## config.mk

```make
export PLATFORM = sky130hd
export DESIGN_NAME = mlu_muldiv_seq_flat
export DESIGN_NICKNAME = d
export VERILOG_FILES = /design/src/rtl/mlu_muldiv_seq_pkg.sv /design/src/rtl/mlu_muldiv_seq_if.sv /design/src/rtl/mlu_muldiv_seq_iter_counter.sv /design/src/rtl/mlu_muldiv_seq.sv /design/src/flat_wrapper.sv
export SDC_FILE = /design/constraint.sdc
export NUM_CORES = 1
export LEC_CHECK = 0
export CELL_PAD_IN_SITES_DETAIL_PLACEMENT = 0
export CELL_PAD_IN_SITES_GLOBAL_PLACEMENT = 2
export CORE_UTILIZATION = 25
export DETAILED_ROUTE_END_ITERATION = 16
export GPL_ROUTABILITY_DRIVEN = 0
export PLACE_DENSITY = 0.83
export SKIP_CTS_REPAIR_TIMING = 1
export SLEW_MARGIN = 10
export SYNTH_ARGS = -nofsm -noshare
export SYNTH_HDL_FRONTEND = slang
export SYNTH_SLANG_ARGS = --single-unit
```

## constraint.sdc

```tcl
create_clock -name i_clk -period 2.99 [get_ports i_clk]
set_input_delay 0.598 -clock i_clk [delete_from_list [all_inputs] [get_ports i_clk]]
set_output_delay 0.598 -clock i_clk [all_outputs]
set_load 0.1 [all_outputs]
```

## src/rtl/mlu_muldiv_seq_pkg.sv

```systemverilog
// Shared types for the iterative multiply/divide sequencer and its MLU hookup.
// Holds the function select, MLU opcodes, iteration count and step helpers.
// No logic of its own; imported by the interface, the counter and the top.
package mlu_muldiv_seq_pkg;

  // Function select presented with START
  typedef enum logic {
    MULDIV_MULU = 1'b0,
    MULDIV_DIVU = 1'b1
  } muldiv_fn_t;

  // One iteration per operand bit; tied to the MLU width
  localparam int MULDIV_ITERS = 32;
  localparam int MULDIV_CNT_W = $clog2(MULDIV_ITERS);

  // MLU opcodes; ADD/SUB are the only ones this block issues
  typedef enum logic [2:0] {
    MLU_NOP0 = 3'd0,
    MLU_ADD  = 3'd1,
    MLU_SUB  = 3'd2,
    MLU_AND  = 3'd3,
    MLU_OR   = 3'd4,
    MLU_XOR  = 3'd5,
    MLU_NOP6 = 3'd6,
    MLU_NOP7 = 3'd7
  } mlu_op_t;

  // 64-bit HI:LO accumulator
  typedef struct packed {
    logic [31:0] hi;
    logic [31:0] lo;
  } muldiv_acc_t;

  // Shift-and-add step: {carry, sum, LO} shifted right by one, LSB dropped
  function automatic muldiv_acc_t mul_step(input logic c, input logic [31:0] sum,
                                           input logic [31:0] lo);
    muldiv_acc_t r;
    r.hi = {c, sum[31:1]};
    r.lo = {sum[0], lo[31:1]};
    return r;
  endfunction

  // Restoring-division step: keep the difference when the shifted remainder >= divisor
  function automatic muldiv_acc_t div_step(input logic ge, input logic [31:0] diff,
                                           input logic [31:0] s, input logic [31:0] lo);
    muldiv_acc_t r;
    r.hi = ge ? diff : s;
    r.lo = {lo[30:0], ge};
    return r;
  endfunction

endpackage

```

## src/rtl/mlu_muldiv_seq_if.sv

```systemverilog
// Request/result handshake plus the borrowed-MLU operand/result bus.
// Purely wiring; no latency of its own.
// START is only honoured by the sequencer while it is idle; no backpressure.
interface mlu_muldiv_seq_if;
  import mlu_muldiv_seq_pkg::*;

  // request side
  logic        start;
  muldiv_fn_t  fn;
  logic [31:0] x;
  logic [31:0] y;
  // result side
  logic        busy;
  logic        done;
  logic        div_zero;
  logic [31:0] res_lo;
  logic [31:0] res_hi;
  // MLU side
  logic        mlu_own;
  logic [31:0] mlu_a;
  logic [31:0] mlu_b;
  mlu_op_t     mlu_op;
  logic        mlu_c_in;
  logic [31:0] mlu_out;
  logic        mlu_c;

  // Register file / datapath side: issues requests and returns MLU results
  modport master (
    output start, fn, x, y, mlu_out, mlu_c,
    input  busy, done, div_zero, res_lo, res_hi,
    input  mlu_own, mlu_a, mlu_b, mlu_op, mlu_c_in
  );

  // Sequencer side
  modport slave (
    input  start, fn, x, y, mlu_out, mlu_c,
    output busy, done, div_zero, res_lo, res_hi,
    output mlu_own, mlu_a, mlu_b, mlu_op, mlu_c_in
  );

endinterface

```

## src/rtl/mlu_muldiv_seq_iter_counter.sv

```systemverilog
// Iteration counter for the mul/div sequencer: clear, enable, terminal count.
// TC is combinational from the registered count (flags the last iteration).
// No handshake; counts whenever EN is high, CLR has priority.
module muldiv_iter_counter
  import mlu_muldiv_seq_pkg::*;
#(
  parameter int ITERS = MULDIV_ITERS
) (
  input  logic i_clk,
  input  logic i_n_rst,
  input  logic i_clr,
  input  logic i_en,
  output logic o_tc
);

  localparam int CW = $clog2(ITERS);
  localparam logic [CW-1:0] TC_VAL = CW'(ITERS - 1);

  logic [CW-1:0] r_count;

  // Count iterations; reset and clear both return to zero
  always_ff @(posedge i_clk) begin
    if (i_n_rst) begin
      r_count <= '0;
    end else if (i_clr) begin
      r_count <= '0;
    end else if (i_en) begin
      r_count <= r_count + 1'b1;
    end
  end

  assign o_tc = (r_count == TC_VAL);

endmodule

```

## src/rtl/mlu_muldiv_seq.sv

```systemverilog
// Iterative 32-bit unsigned MULU/DIVU sequencer driving the shared MLU one step per cycle.
// Latency: DONE 33 cycles after START acceptance; divide-by-zero finishes in 1 cycle.
// START is sampled only in IDLE; requests while busy or done are dropped, not queued.
module mlu_muldiv_seq
  import mlu_muldiv_seq_pkg::*;
(
  input  logic                i_clk,
  input  logic                i_n_rst,
  mlu_muldiv_seq_if.slave     io_bus
);

  typedef enum logic [1:0] {
    ST_IDLE = 2'd0,
    ST_MUL  = 2'd1,
    ST_DIV  = 2'd2,
    ST_DONE = 2'd3
  } state_t;

  state_t      r_state;
  logic [31:0] r_hi;
  logic [31:0] r_lo;
  logic [31:0] r_m;
  logic [31:0] r_res_hi;
  logic [31:0] r_res_lo;
  logic        r_busy;
  logic        r_done;
  logic        r_div_zero;
  logic        r_mlu_own;

  logic        w_accept;
  logic        w_cnt_en;
  logic        w_cnt_tc;
  logic [31:0] w_div_s;
  logic        w_div_ge;
  muldiv_acc_t w_acc_nxt;
  logic [31:0] w_mlu_a;
  logic [31:0] w_mlu_b;
  mlu_op_t     w_mlu_op;
  logic        w_mlu_c_in;

  assign w_accept = (r_state == ST_IDLE) && io_bus.start;
  assign w_cnt_en = (r_state == ST_MUL) || (r_state == ST_DIV);

  muldiv_iter_counter #(
    .ITERS (MULDIV_ITERS)
  ) u_iter_cnt (
    .i_clk   (i_clk),
    .i_n_rst (i_n_rst),
    .i_clr   (w_accept),
    .i_en    (w_cnt_en),
    .o_tc    (w_cnt_tc)
  );

  // Shifted partial remainder and its ">= divisor" decision; bit T covers the 33rd bit
  assign w_div_s  = {r_hi[30:0], r_lo[31]};
  assign w_div_ge = r_hi[31] | io_bus.mlu_c;

  // Drive the MLU from the current accumulator; idle/done park it on NOP0 with zero operands
  always_comb begin
    w_mlu_a    = '0;
    w_mlu_b    = '0;
    w_mlu_op   = MLU_NOP0;
    w_mlu_c_in = 1'b0;
    case (r_state)
      ST_MUL: begin
        w_mlu_a  = r_hi;
        w_mlu_b  = r_lo[0] ? r_m : '0;
        w_mlu_op = MLU_ADD;
      end
      ST_DIV: begin
        w_mlu_a    = w_div_s;
        w_mlu_b    = r_m;
        w_mlu_op   = MLU_SUB;
        w_mlu_c_in = 1'b1;
      end
      default: begin
      end
    endcase
  end

  // Next accumulator value from this cycle's MLU result
  always_comb begin
    w_acc_nxt = '{hi: r_hi, lo: r_lo};
    if (r_state == ST_MUL) begin
      w_acc_nxt = mul_step(io_bus.mlu_c, io_bus.mlu_out, r_lo);
    end else if (r_state == ST_DIV) begin
      w_acc_nxt = div_step(w_div_ge, io_bus.mlu_out, w_div_s, r_lo);
    end
  end

  // Sequencer FSM with accumulator, result and status registers
  always_ff @(posedge i_clk) begin
    if (i_n_rst) begin
      r_state    <= ST_IDLE;
      r_hi       <= '0;
      r_lo       <= '0;
      r_m        <= '0;
      r_res_hi   <= '0;
      r_res_lo   <= '0;
      r_busy     <= 1'b0;
      r_done     <= 1'b0;
      r_div_zero <= 1'b0;
      r_mlu_own  <= 1'b0;
    end else begin
      case (r_state)
        ST_IDLE: begin
          r_done <= 1'b0;
          if (io_bus.start) begin
            r_div_zero <= 1'b0;
            if (io_bus.fn == MULDIV_MULU || io_bus.y != '0) begin
              r_hi      <= '0;
              r_lo      <= io_bus.x;
              r_m       <= io_bus.y;
              r_busy    <= 1'b1;
              r_mlu_own <= 1'b1;
              r_state   <= (io_bus.fn == MULDIV_MULU) ? ST_MUL : ST_DIV;
            end else begin
              // Divide by zero: all-ones quotient, dividend as remainder, MLU untouched
              r_res_lo   <= '1;
              r_res_hi   <= io_bus.x;
              r_div_zero <= 1'b1;
              r_done     <= 1'b1;
              r_state    <= ST_DONE;
            end
          end
        end
        ST_MUL, ST_DIV: begin
          r_hi <= w_acc_nxt.hi;
          r_lo <= w_acc_nxt.lo;
          if (w_cnt_tc) begin
            r_res_hi  <= w_acc_nxt.hi;
            r_res_lo  <= w_acc_nxt.lo;
            r_busy    <= 1'b0;
            r_mlu_own <= 1'b0;
            r_done    <= 1'b1;
            r_state   <= ST_DONE;
          end
        end
        ST_DONE: begin
          r_done  <= 1'b0;
          r_state <= ST_IDLE;
        end
        default: begin
          r_state <= ST_IDLE;
        end
      endcase
    end
  end

  assign io_bus.busy     = r_busy;
  assign io_bus.done     = r_done;
  assign io_bus.div_zero = r_div_zero;
  assign io_bus.res_lo   = r_res_lo;
  assign io_bus.res_hi   = r_res_hi;
  assign io_bus.mlu_own  = r_mlu_own;
  assign io_bus.mlu_a    = w_mlu_a;
  assign io_bus.mlu_b    = w_mlu_b;
  assign io_bus.mlu_op   = w_mlu_op;
  assign io_bus.mlu_c_in = w_mlu_c_in;

endmodule

```

## src/flat_wrapper.sv

```systemverilog
// flat-port wrapper written by rule: the top's interface ports become plain ports
module mlu_muldiv_seq_flat import mlu_muldiv_seq_pkg::*;
  (i_clk, i_n_rst, io_bus_start, io_bus_fn, io_bus_x, io_bus_y, io_bus_mlu_out, io_bus_mlu_c, io_bus_busy, io_bus_done, io_bus_div_zero, io_bus_res_lo, io_bus_res_hi, io_bus_mlu_own, io_bus_mlu_a, io_bus_mlu_b, io_bus_mlu_op, io_bus_mlu_c_in);
  mlu_muldiv_seq_if io_bus_i ();
  input  logic i_clk;
  input  logic i_n_rst;
  input wire logic [$bits(io_bus_i.start)-1:0] io_bus_start;
  input wire logic [$bits(io_bus_i.fn)-1:0] io_bus_fn;
  input wire logic [$bits(io_bus_i.x)-1:0] io_bus_x;
  input wire logic [$bits(io_bus_i.y)-1:0] io_bus_y;
  input wire logic [$bits(io_bus_i.mlu_out)-1:0] io_bus_mlu_out;
  input wire logic [$bits(io_bus_i.mlu_c)-1:0] io_bus_mlu_c;
  output wire logic [$bits(io_bus_i.busy)-1:0] io_bus_busy;
  output wire logic [$bits(io_bus_i.done)-1:0] io_bus_done;
  output wire logic [$bits(io_bus_i.div_zero)-1:0] io_bus_div_zero;
  output wire logic [$bits(io_bus_i.res_lo)-1:0] io_bus_res_lo;
  output wire logic [$bits(io_bus_i.res_hi)-1:0] io_bus_res_hi;
  output wire logic [$bits(io_bus_i.mlu_own)-1:0] io_bus_mlu_own;
  output wire logic [$bits(io_bus_i.mlu_a)-1:0] io_bus_mlu_a;
  output wire logic [$bits(io_bus_i.mlu_b)-1:0] io_bus_mlu_b;
  output wire logic [$bits(io_bus_i.mlu_op)-1:0] io_bus_mlu_op;
  output wire logic [$bits(io_bus_i.mlu_c_in)-1:0] io_bus_mlu_c_in;
  assign io_bus_i.start = io_bus_start;
  assign io_bus_i.fn = io_bus_fn;
  assign io_bus_i.x = io_bus_x;
  assign io_bus_i.y = io_bus_y;
  assign io_bus_i.mlu_out = io_bus_mlu_out;
  assign io_bus_i.mlu_c = io_bus_mlu_c;
  assign io_bus_busy = io_bus_i.busy;
  assign io_bus_done = io_bus_i.done;
  assign io_bus_div_zero = io_bus_i.div_zero;
  assign io_bus_res_lo = io_bus_i.res_lo;
  assign io_bus_res_hi = io_bus_i.res_hi;
  assign io_bus_mlu_own = io_bus_i.mlu_own;
  assign io_bus_mlu_a = io_bus_i.mlu_a;
  assign io_bus_mlu_b = io_bus_i.mlu_b;
  assign io_bus_mlu_op = io_bus_i.mlu_op;
  assign io_bus_mlu_c_in = io_bus_i.mlu_c_in;
  mlu_muldiv_seq u_core (.i_clk(i_clk), .i_n_rst(i_n_rst), .io_bus(io_bus_i));
endmodule
```

==> summary.md <==
| Metric | Value |
|---|---|
| CTS tree | yes |
| DP Area | 0.0133 mm2 |
| Synth Area in Compound Gates | 0.280 |
| CP Launch Type | register |
| Row Count | ~70 |
| Synth Area in XOR/XNOR | 0.00270 |
| Post-Synth Adder-Cell Area | 0.00643 |
| Slew HR | 0.488 |
| Maximum clock path buffer count | 2 |
| Reg2reg start | u_core.r_state[0] |
| Wire per inst | about 19 um |
| YS warnings | 0 |
| Clock network latency to the later pin of the worst-skew pair | between 0.4 and 0.5 ns |
| Yosys top cell by area | dfxtp_1 |
| Post-DRT Antenna Nets | 0 |
| Antenna violations before repair | 7 |
| Largest family of logic cells by synthesized area | compound AO/OA/AOI/OAI gates |
| Simple-gate area share of the yosys netlist | 0.248 |
| R2R Setup Slk | around 0.58 ns |
| GR Util All Layers | 0.189 |
| Max frequency | 347 MHz |
| Top FF cell, synth | dfxtp_1 |
| Drt initial violations | between 500 and 600 |
| Setup ws final | between 0.1 and 0.15 ns |
| Dpl hpwl | about 26000 um |
| Die area | ~0.040 mm2 |
| Skew final | roughly 0.013 ns |
| CP startpoint | u_core.r_state[1] |
| Via count | around 10000 |
| Fin crit period | between 2 and 3 ns |
| Die height | between 150 and 200 um |
| Syn_nets | between 1000 and 1500 |
| CTS clk-pin slew, worst paths | approximately 0.07 ns |
| Post-route cell area | 0.0139 mm2 |
| Post-Syn Instances | between 1000 and 1500 |
| HP Class | register to register |
| Asr flop ratio synth | 0 |
| Final TNS setup | 0 ns |
| Setup Viol. Count Final | 0 |
| Mux cell area share after synthesis | 0.0340 |
| Pins Over Slew Limit | 0 |
| Arr. time, crit path | between 2 and 2.5 ns |
| Core area | about 0.038 mm2 |
| Number of synthesized flops with an enable pin | 0 |
| Hold Crit Depth | 2 |
| Synth Cell Area | ~0.0097 mm2 |
| Syn avg cell area | between 7 and 8 um2 |
| Drt drc | 0 |
| CP Max Fanout | 32 |
| Critical Path RT | 2.39 ns |
| Commonest non-fill, non-tap cell in the layout | nand2_1 |
| Num CTS Buffers | 17 |
| Place WS | roughly 0.17 ns |
| Initial Util | 0.256 |
| Crit share post-route | 0.964 |
| IO Pins | 237 |
| PortBufs | ~240 |
| Yosys reg bits | between 150 and 200 |
| Hold path startpoint | u_core.r_m[9] |
| Post-synthesis sequential area ratio | 0.350 |
| Worst-margin pin slew | between 0.7 and 0.8 ns |
| Max Cap Viol | 0 |
| H-tree depth | 4 |
| Reg2reg path depth | 8 |
| TritonRoute pass-1 iters | 5 |
| Leakage power | 4.50 nW |
| Vias per cell | 5.04 |
| Congestion Overflow GR | 0 |
| Post-synth top area share | 0.350 |
| WL final | ~38000 um |
| Die Width | roughly 200 um |
| WS Path Type | register to primary output |
| Status | complete, no violations |
| Maximum vdd drop | 0.680 mV |
| Vias in the first global route | around 9600 |
| First-pass GRT wire length | approximately 58000 um |
| Share of layout cells above drive strength 1 | 0.210 |
| Largest net degree at the start of global routing | 70 |
| Root buf cell | clkbuf_16 |
| Power Density | between 900 and 1000 mW/mm2 |
| Final net count | between 1500 and 2000 |
| Post-synthesis cell type count | 55 |
| Most frequent cells in the layout | 232 x nand2_1, 169 x dfxtp_1, 125 x o21ai_0 |
| CP Capture Type | primary output |
| Clk sink count | 170 |
| Area grow syn2layout | 42.5% |
| Largest cells by area after synthesis | dfxtp_1 35%, nand2_1 9.0%, o21ai_0 6.5% |
| Final hold violations | 0 |
| Hold slack | about 0.45 ns |
==> path summary, 6_finish.rpt <==
check,end
worst min register to register,u_core.r_m[9]
worst max register to register,u_core.io_bus.res_hi[9]
worst max-delay path,io_bus_mlu_b[11]
worst min-delay path,u_core.r_m[9]
==> cell families after synthesis <==
family                     count (synthesis)
other                                      1
AOI/OAI and AO/OA                        418
xor gates and xnor gates                   3
DFF                                      170
buffers and inverters                    170
adders and majority gates                  5
and+or+nand+nor                          510
muxes                                     33
==> synthesized netlist by cell type (2+ instances only) <==
cell        n
mux2i_1    33
o211ai_1   32
nor4_2      4
dfxtp_1   170
a31o_2      2
a22oi_1    32
inv_1      36
nand2_1   232
nor4_4      4
a21oi_2    11
o311a_1    30
a211oi_2   11
nand3_1    34
xor2_1      2
a211oi_1   37
nand2b_1    5
nor3_1     49
o21ai_0   126
ha_1        5
clkbuf_1   93
buf_6       8
a21oi_1    94
buf_4       6
nor2b_1    25
buf_2      18
a31oi_1    33
buf_1       6
nor4_1     16
and2b_1     7
and2_1     34
nor2_1     91
==> sequential cells by signal (all words and copies together), names as in the netlist <==
signal	cells
u_core.io_bus.div_zero	1
u_core.r_lo	32
u_core.r_hi	32
u_core.u_iter_cnt.r_count	5
u_core.r_m	32
u_core.io_bus.res_hi	32
u_core.io_bus.res_lo	32
u_core.r_state	2
u_core.io_bus.busy	1
u_core.io_bus.done	1
==> where the power goes <==
part           switching, W  internal [W]  total (W)
sequential         0.000491       0.00282    0.00331
clock               0.00104       0.00118    0.00222
combinational       0.00580       0.00214    0.00794
==> worst max-delay path, cell delays in order (launching register included) <==
cell and delay (ns):
dfxtp_1 0.39, inv_1 0.13, ha_4 0.25, a21oi_1 0.35
nor2_1 0.10, buf_6 0.19, and2_2 0.25, buf_12 0.17
==> stage by stage <==
stage,power (W),cells,utilization
3_3_place_gp,0.0113,1953,0.350
3_5_place_dp,0.0113,1953,0.350
6_report,0.0135,1989,0.365
2_1_floorplan,0.00912,1310,-
4_1_cts,0.0136,1985,0.365
5_1_grt,0.0143,1987,0.365
==> layer usage <==
layer | part of all wire | vias up | GRT usage
li1 | - | 4950 | -
met1 | 0.42 | 4726 | 0.231
met2 | 0.48 | 311 | 0.317
met3 | 0.085 | 26 | 0.0655
met4 | 0.010 | 6 | 0.0439
met5 | 0.00098 | - | 0
==> cell type report <==
type	count	area, um2
fill	4026	24100
antenna	3	7.51
multi-input combinational	970	5880
timing repair buffer	267	3230
clock inverter	13	119
sequential	170	3400
clock buffer	19	443
tap	511	639
inverter	36	138
Power figures use the tool's default switching activity.
